`src/rtl/load_store_multi.sv`:
```
// Purpose : NCH independent fill/drain volume channels (per-lane occupancy/credit model).
// Latency : every output is registered; each update lands on the edge after its inputs are sampled.
// Backpressure: none. hold/!en freeze a channel; force_drain and clear override it; all_full is the AND of the full flops.
// Ports   : clk, rst (async active-low); per-channel en/hold/force_drain/clear inputs;
//           vol (channel i at [i*CBITS +: CBITS]), fill_mode, full, empty, full_pulse, all_full.
module load_store_multi #(
  parameter int NCH   = 4,
  parameter int CBITS = 14,
  parameter int CAP   = 10000,
  parameter int STEP  = 1
) (
  input  logic                 clk,
  input  logic                 rst,
  input  logic [NCH-1:0]       en,
  input  logic [NCH-1:0]       hold,
  input  logic [NCH-1:0]       force_drain,
  input  logic [NCH-1:0]       clear,
  output logic [NCH*CBITS-1:0] vol,
  output logic [NCH-1:0]       fill_mode,
  output logic [NCH-1:0]       full,
  output logic [NCH-1:0]       empty,
  output logic [NCH-1:0]       full_pulse,
  output logic                 all_full
);

  typedef enum logic {DRAIN = 1'b0, FILL = 1'b1} mode_e;

  // One extra bit of headroom so vol+STEP can never wrap before the clamp.
  localparam logic [CBITS:0] CAP_X  = (CBITS+1)'(CAP);
  localparam logic [CBITS:0] STEP_X = (CBITS+1)'(STEP);

  logic [CBITS-1:0] vol_q [NCH];
  logic [CBITS-1:0] vol_d [NCH];
  mode_e            mode_q [NCH];
  mode_e            mode_d [NCH];
  logic [NCH-1:0]   full_q, full_d;
  logic [NCH-1:0]   empty_q, empty_d;
  logic [NCH-1:0]   pulse_q, pulse_d;

  function automatic logic [CBITS-1:0] fill_step(input logic [CBITS-1:0] v);
    logic [CBITS:0] sum;
    sum = {1'b0, v} + STEP_X;
    fill_step = (sum >= CAP_X) ? CAP_X[CBITS-1:0] : sum[CBITS-1:0];
  endfunction

  function automatic logic [CBITS-1:0] drain_step(input logic [CBITS-1:0] v);
    drain_step = ({1'b0, v} < STEP_X) ? '0 : v - STEP_X[CBITS-1:0];
  endfunction

  always_comb begin
    for (int i = 0; i < NCH; i++) begin
      vol_d[i]  = vol_q[i];
      mode_d[i] = mode_q[i];
      if (clear[i]) begin
        vol_d[i]  = '0;
        mode_d[i] = FILL;
      end else if (force_drain[i]) begin
        mode_d[i] = DRAIN;
      end else if (en[i] && !hold[i]) begin
        if (mode_q[i] == FILL) begin
          // Turn-around costs one enabled cycle sitting at CAP.
          if ({1'b0, vol_q[i]} >= CAP_X) mode_d[i] = DRAIN;
          else                           vol_d[i]  = fill_step(vol_q[i]);
        end else begin
          if (vol_q[i] == '0) mode_d[i] = FILL;
          else                vol_d[i]  = drain_step(vol_q[i]);
        end
      end
      // Flags follow next-state vol so they line up with the vol output.
      full_d[i]  = ({1'b0, vol_d[i]} == CAP_X);
      empty_d[i] = (vol_d[i] == '0);
      pulse_d[i] = full_d[i] && ({1'b0, vol_q[i]} != CAP_X);
    end
  end

  always_ff @(posedge clk or negedge rst) begin
    if (!rst) begin
      for (int i = 0; i < NCH; i++) begin
        vol_q[i]  <= '0;
        mode_q[i] <= DRAIN;
      end
      full_q  <= '0;
      empty_q <= '1;
      pulse_q <= '0;
    end else begin
      for (int i = 0; i < NCH; i++) begin
        vol_q[i]  <= vol_d[i];
        mode_q[i] <= mode_d[i];
      end
      full_q  <= full_d;
      empty_q <= empty_d;
      pulse_q <= pulse_d;
    end
  end

  for (genvar g = 0; g < NCH; g++) begin : g_out
    assign vol[g*CBITS +: CBITS] = vol_q[g];
    assign fill_mode[g]          = (mode_q[g] == FILL);
  end

  assign full       = full_q;
  assign empty      = empty_q;
  assign full_pulse = pulse_q;
  assign all_full   = &full_q;

endmodule
```
`config.mk`:
```
export PLATFORM = sky130hd
export DESIGN_NAME = load_store_multi
export DESIGN_NICKNAME = d
export VERILOG_FILES = /design/src/rtl/load_store_multi.sv
export SDC_FILE = /design/constraint.sdc
export NUM_CORES = 1
export LEC_CHECK = 0
export ABC_AREA = 1
export ABC_CLOCK_PERIOD_IN_PS = 2200
export BUFFER_PORTS_ARGS = -buffer_cell sky130_fd_sc_hd__buf_2
export CORE_ASPECT_RATIO = 2
export CORE_UTILIZATION = 55
export DETAILED_ROUTE_END_ITERATION = 8
export PLACE_DENSITY_LB_ADDON = 0.3
export SYNTH_ARGS = -nofsm -noshare
export SYNTH_HDL_FRONTEND = slang
export SYNTH_SLANG_ARGS = --single-unit
export TNS_END_PERCENT = 10
```
`constraint.sdc`:
```
create_clock -name clk -period 2.2 [get_ports clk]
set_clock_uncertainty 0.2 [all_clocks]
set_input_delay 0 -clock clk [delete_from_list [all_inputs] [get_ports clk]]
set_output_delay 0 -clock clk [all_outputs]
set_load 0.005 [all_outputs]
```
==> results.ini, run 1 <==
[logic_synthesis]
yosysSeqAreaShare = 0.216
avgSynthCellArea_um2 = 5.75
ys_types = 46
netlist_instances = 1451
ys.warnings.count = 0
synth_ff_type = dfrtp_1
syn_area_mm2 = 0.00835
synth_edf_count = 0
synth-seq-cells = 72
syn-num-nets = 1477
ys_async_sr_fraction = 1.00

[global_routing]
grt_pass1_wl_um = 67800
grt_max_degree = 27
grt_pass1_vias = 13300
grt_use_total = 0.568
grt.overflow.total = 1

[clock_network]
cts_buffer_depth = 2
numCtsBuffers = 9
cts.sinks = 72
htree_levels = 3
clockRootBuffer = clkbuf_16

[outcome]
error = [ERROR GRT-0116] Global routing finished with congestion. Check the congestion regions in the DRC Viewer.
stop_stage = global routing
outcome = aborted with a tool error

[placed_design]
io_buffers = 90
place_congestion = 1.06
dpl_cell_area_mm2 = 0.0114
place_ws_ns = -0.556
dpl.hpwl_um = 26000

[floorplan]
die_w_um = 89.1
initial_core_util = 0.563
io_pins = 91
fp.dieH_um = 176
rows = 63

==> cell families after synthesis <==
kind of cell | Yosys count | synth area share
AO/OA/AOI/OAI | 187 | 0.125
flip-flops | 72 | 0.216
XOR/XNOR | 36 | 0.0378
buffers and inverters | 251 | 0.133
AND/OR/NAND/NOR | 897 | 0.476
adder cells (fa/ha/maj) | 8 | 0.0120
==> Yosys cell counts, drive strengths merged (4+ instances only) <==
cell / number / area share
a21oi: 86 / 0.055
xor2: 33 / 0.035
nand3b: 6 / 0.0054
nor2: 217 / 0.11
nand2: 475 / 0.22
nand3: 128 / 0.081
dfstp: 4 / 0.013
a31oi: 10 / 0.0075
dfrtp: 68 / 0.20
buf: 50 / 0.043
ha: 8 / 0.012
o21ai: 75 / 0.047
inv: 176 / 0.079
clkbuf: 22 / 0.0099
nor3: 22 / 0.018
nor4: 4 / 0.0037
nand4: 40 / 0.030
==> per-stage QoR <==
| step | util | hold WS [ns] | std cells |
|---|---|---|---|
| after floorplan | - | -0.496 | 1451 |
| after global placement | 0.770 | -0.315 | 2020 |
| after detailed placement | 0.770 | -0.314 | 2020 |
| after CTS | 0.863 | 0.0337 | 2084 |
==> metal layers <==
metal,global-route usage,GRT overflow
met1,0.574,0
met2,0.816,0
met3,0.291,0
met4,0.538,1
met5,0.0105,0
==> what timing repair did <==
action | in CTS
endpoints found under the setup margin | 61
pin swaps | 87
cloned | 4
hold endpoints to repair | 97
hold buffers | 17
gates resized for setup | 187
buffers inserted | 27
==> inputs of run 2 (changes only) <==
--- a/config.mk
+++ b/config.mk
@@ -6,12 +6,11 @@
 export NUM_CORES = 1
 export LEC_CHECK = 0
 export ABC_AREA = 1
-export ABC_CLOCK_PERIOD_IN_PS = 2200
+export ABC_CLOCK_PERIOD_IN_PS = 2850
 export BUFFER_PORTS_ARGS = -buffer_cell sky130_fd_sc_hd__buf_2
-export CORE_ASPECT_RATIO = 2
-export CORE_UTILIZATION = 55
+export CORE_UTILIZATION = 40
 export DETAILED_ROUTE_END_ITERATION = 8
-export PLACE_DENSITY_LB_ADDON = 0.3
+export PLACE_DENSITY_LB_ADDON = 0.15
 export SYNTH_ARGS = -nofsm -noshare
 export SYNTH_HDL_FRONTEND = slang
 export SYNTH_SLANG_ARGS = --single-unit
==> constraint.sdc (replaced) <==
create_clock -name clk -period 2.85 [get_ports clk]
set_clock_uncertainty 0.2 [all_clocks]
set_input_delay 0 -clock clk [delete_from_list [all_inputs] [get_ports clk]]
set_output_delay 0 -clock clk [all_outputs]
set_load 0.005 [all_outputs]
==> results.ini, run 2 <==
[placed_design]
place_ws_ns = -0.0723  ; was -0.556 ns
dpl.hpwl_um = 21100  ; was 26000 um
place_congestion = 0.948  ; was 1.06
io_buffers = 90  ; unchanged

[sta]
min_period_ns = 2.71
hold_viol = 0
setup_slack_ns = 0.141
drv_slew = 0
fin_crit_sh = 0.951
worst_slew_pin_slew_ns = 0.973
setup_viol = 0
slew_headroom = 0.351
maxClockFrequency_ghz = 0.369
rsz0062_at_grt = yes
setup_tns_ns = 0

[finish]
fill_cells = 2122
seqCellArea_mm2 = 0.00182
syn2layout_area_growth_pct = 22.5
final_util = 0.502
largest_register_ffs = 56
final_common_cell = nand2_1
final_cell_mix = 442 x nand2_1, 177 x nor2_1, 158 x inv_1, 117 x nand3_1, 105 x buf_4
multiInputGateArea_mm2 = 0.00564
n_antenna_cell = 0
layout-drive-gt1-share = 0.224
layout.nets = 1628

[worst_setup_path]
end_kind = flip-flop
crit_type = reg -> reg
startpoint = vol[42]
r2r_cells = 17
cp_data_required_time_ns = 2.92
startpoint_type = flip-flop
path_max_fanout = 8
arrival_ns = 2.78
reg2reg_from = vol[42]

[logic_synthesis]
ys_types = 46  ; unchanged
ys.warnings.count = 0  ; unchanged
netlist_instances = 1451  ; unchanged
synth_edf_count = 0  ; unchanged
ys_async_sr_fraction = 1.00  ; unchanged
synth_top_area_cell = dfrtp_1  ; unchanged
yosysMostFrequentCell = nand2_1  ; unchanged
ys_top_cells_by_count = 448 x nand2_1, 183 x nor2_1, 160 x inv_1, 121 x nand3_1, 79 x a21oi_1  ; unchanged
synth-seq-cells = 72  ; unchanged
yosysSeqAreaShare = 0.216  ; unchanged
avgSynthCellArea_um2 = 5.75  ; unchanged
synth_area_leaders = dfrtp_1 20%, nand2_1 20%, nor2_1 8.2%, nand3_1 7.3%, inv_1 7.2%  ; unchanged
syn-num-nets = 1477  ; unchanged
synth_ff_type = dfrtp_1  ; unchanged
syn_area_mm2 = 0.00835  ; unchanged
synth_top_area_share = 0.204  ; unchanged

[global_routing]
antenna_found_initial = 0
grt_pass1_vias = 8799
grt_use_total = 0.258
grt.overflow.total = 0
grt_max_degree = 73
grt_pass1_wl_um = 44700

[floorplan]
io_pins = 91  ; unchanged
initial_core_util = 0.410  ; was 0.563
rows = 52  ; was 63
fp.dieArea_mm2 = 0.0214
die_w_um = 146  ; was 89.1 um
core-area_mm2 = 0.0204
fp.dieH_um = 146  ; was 176 um

[drt]
ant_nets = 0
drc = 0
vias_per_cell = 5.27
dr.pass1.iters = 6
routed_wl_um = 28100
vias = 9886
post_drt_wl_per_cell_um = 15.0
drtIter0Drc = 876

[pwr]
peakVddDrop_v = 0.000296
total_leakage_power_nw = 5.62
cellPowerDensity_mw_per_mm2 = 357

[outcome]
outcome = complete, no violations  ; was aborted with a tool error

[clock_network]
cts_tree = done
numCtsBuffers = 9  ; unchanged
clockRootBuffer = clkbuf_16  ; unchanged
path_clk_slew_ns = 0.06
cts_buffer_depth = 2  ; unchanged
htree_levels = 3  ; unchanged
cts.sinks = 72  ; unchanged
clkLatencyLatePin_ns = 0.35

[run]
cap_violations = 0

[hold_path]
hold_class = in -> reg
holdPathStages = 8
min_from = hold[3]

==> run 2: logic make-up (layout without fill, tap and decap cells) <==
logic type,Yosys count,in the layout,synth area share
AND/OR/NAND/NOR,897,897,0.476
buffers and inverters,251,407,0.133
XOR/XNOR,36,36,0.0378
adder cells (fa/ha/maj),8,8,0.0120
flip-flops,72,72,0.216
AO/OA/AOI/OAI,187,187,0.125
==> run 2: final timing paths <==
check                                 to  slack, ns
min in group asynchronous        vol[14]       0.11
setup reg to reg           full_pulse[3]       0.14
hold reg to reg                  vol[40]       0.52
setup / recovery           full_pulse[3]       0.14
max in group asynchronous        vol[25]       1.60
hold / removal                   vol[42]       0.05
==> run 2: power by group <==
group | internal (mW) | switching, mW | total (mW)
Combinational | 0.461 | 0.762 | 1.22
Clock | 0.773 | 0.502 | 1.27
Sequential | 1.08 | 0.0666 | 1.15
Total | 2.32 | 1.33 | 3.65
==> run 2: area by class of cell <==
type	instances	share of cell area
Sequential cell	72	0.178
Inverter	179	0.0659
Clock buffer	10	0.0224
Multi-Input combinational cell	1128	0.552
Clock inverter	6	0.00905
Tap cell	270	0.0330
Timing Repair Buffer	212	0.139
==> run 2: what timing repair did <==
action | 4_1_cts | 5_1_grt
endpoints found under the hold margin | 93 | 0
pin swaps | 0 | 20
hold buffers | 16 | 0
resized for setup | 2 | 61
setup buffers | 0 | 14
setup endpoints to repair | 2 | 13
==> run 2: metrics by stage <==
stage | cells | cell area [um^2] | hold WS [ns] | total power, mW
after detailed placement | 1831 | 9390 | 0.0277 | 2.30
final | 1877 | 10200 | 0.0537 | 3.65
after global placement | 1831 | 9390 | 0.0158 | 2.30
after global routing | 1877 | 10200 | 0.112 | 3.86
after CTS | 1863 | 9880 | 0.0248 | 3.60
after floorplan | 1451 | 8350 | -0.496 | 1.94
==> run 2: worst max-delay path: stages, from the launching register on <==
cell	delay, ns
dfrtp_2	0.44
ha_1	0.23
nand3_1	0.12
inv_1	0.07
nand2_2	0.11
inv_1	0.07
nand3_1	0.06
nand2_1	0.09
a21oi_1	0.17
nor2_2	0.07
buf_4	0.17
nand3_1	0.08
nand2_1	0.10
nand2_1	0.10
nand3_2	0.11
nor3_4	0.22
nand3_2	0.13
nor2_1	0.10
==> run 2: routing by layer <==
metal | wire length, um | up-vias | track usage
li1 | - | 4936 | -
met1 | 12800 | 4488 | 0.358
met2 | 12800 | 407 | 0.419
met3 | 1880 | 55 | 0.0309
met4 | 601 | 0 | 0.0786
met5 | 0 | - | 0
No activity file was read; power rests on OpenSTA's default activity.
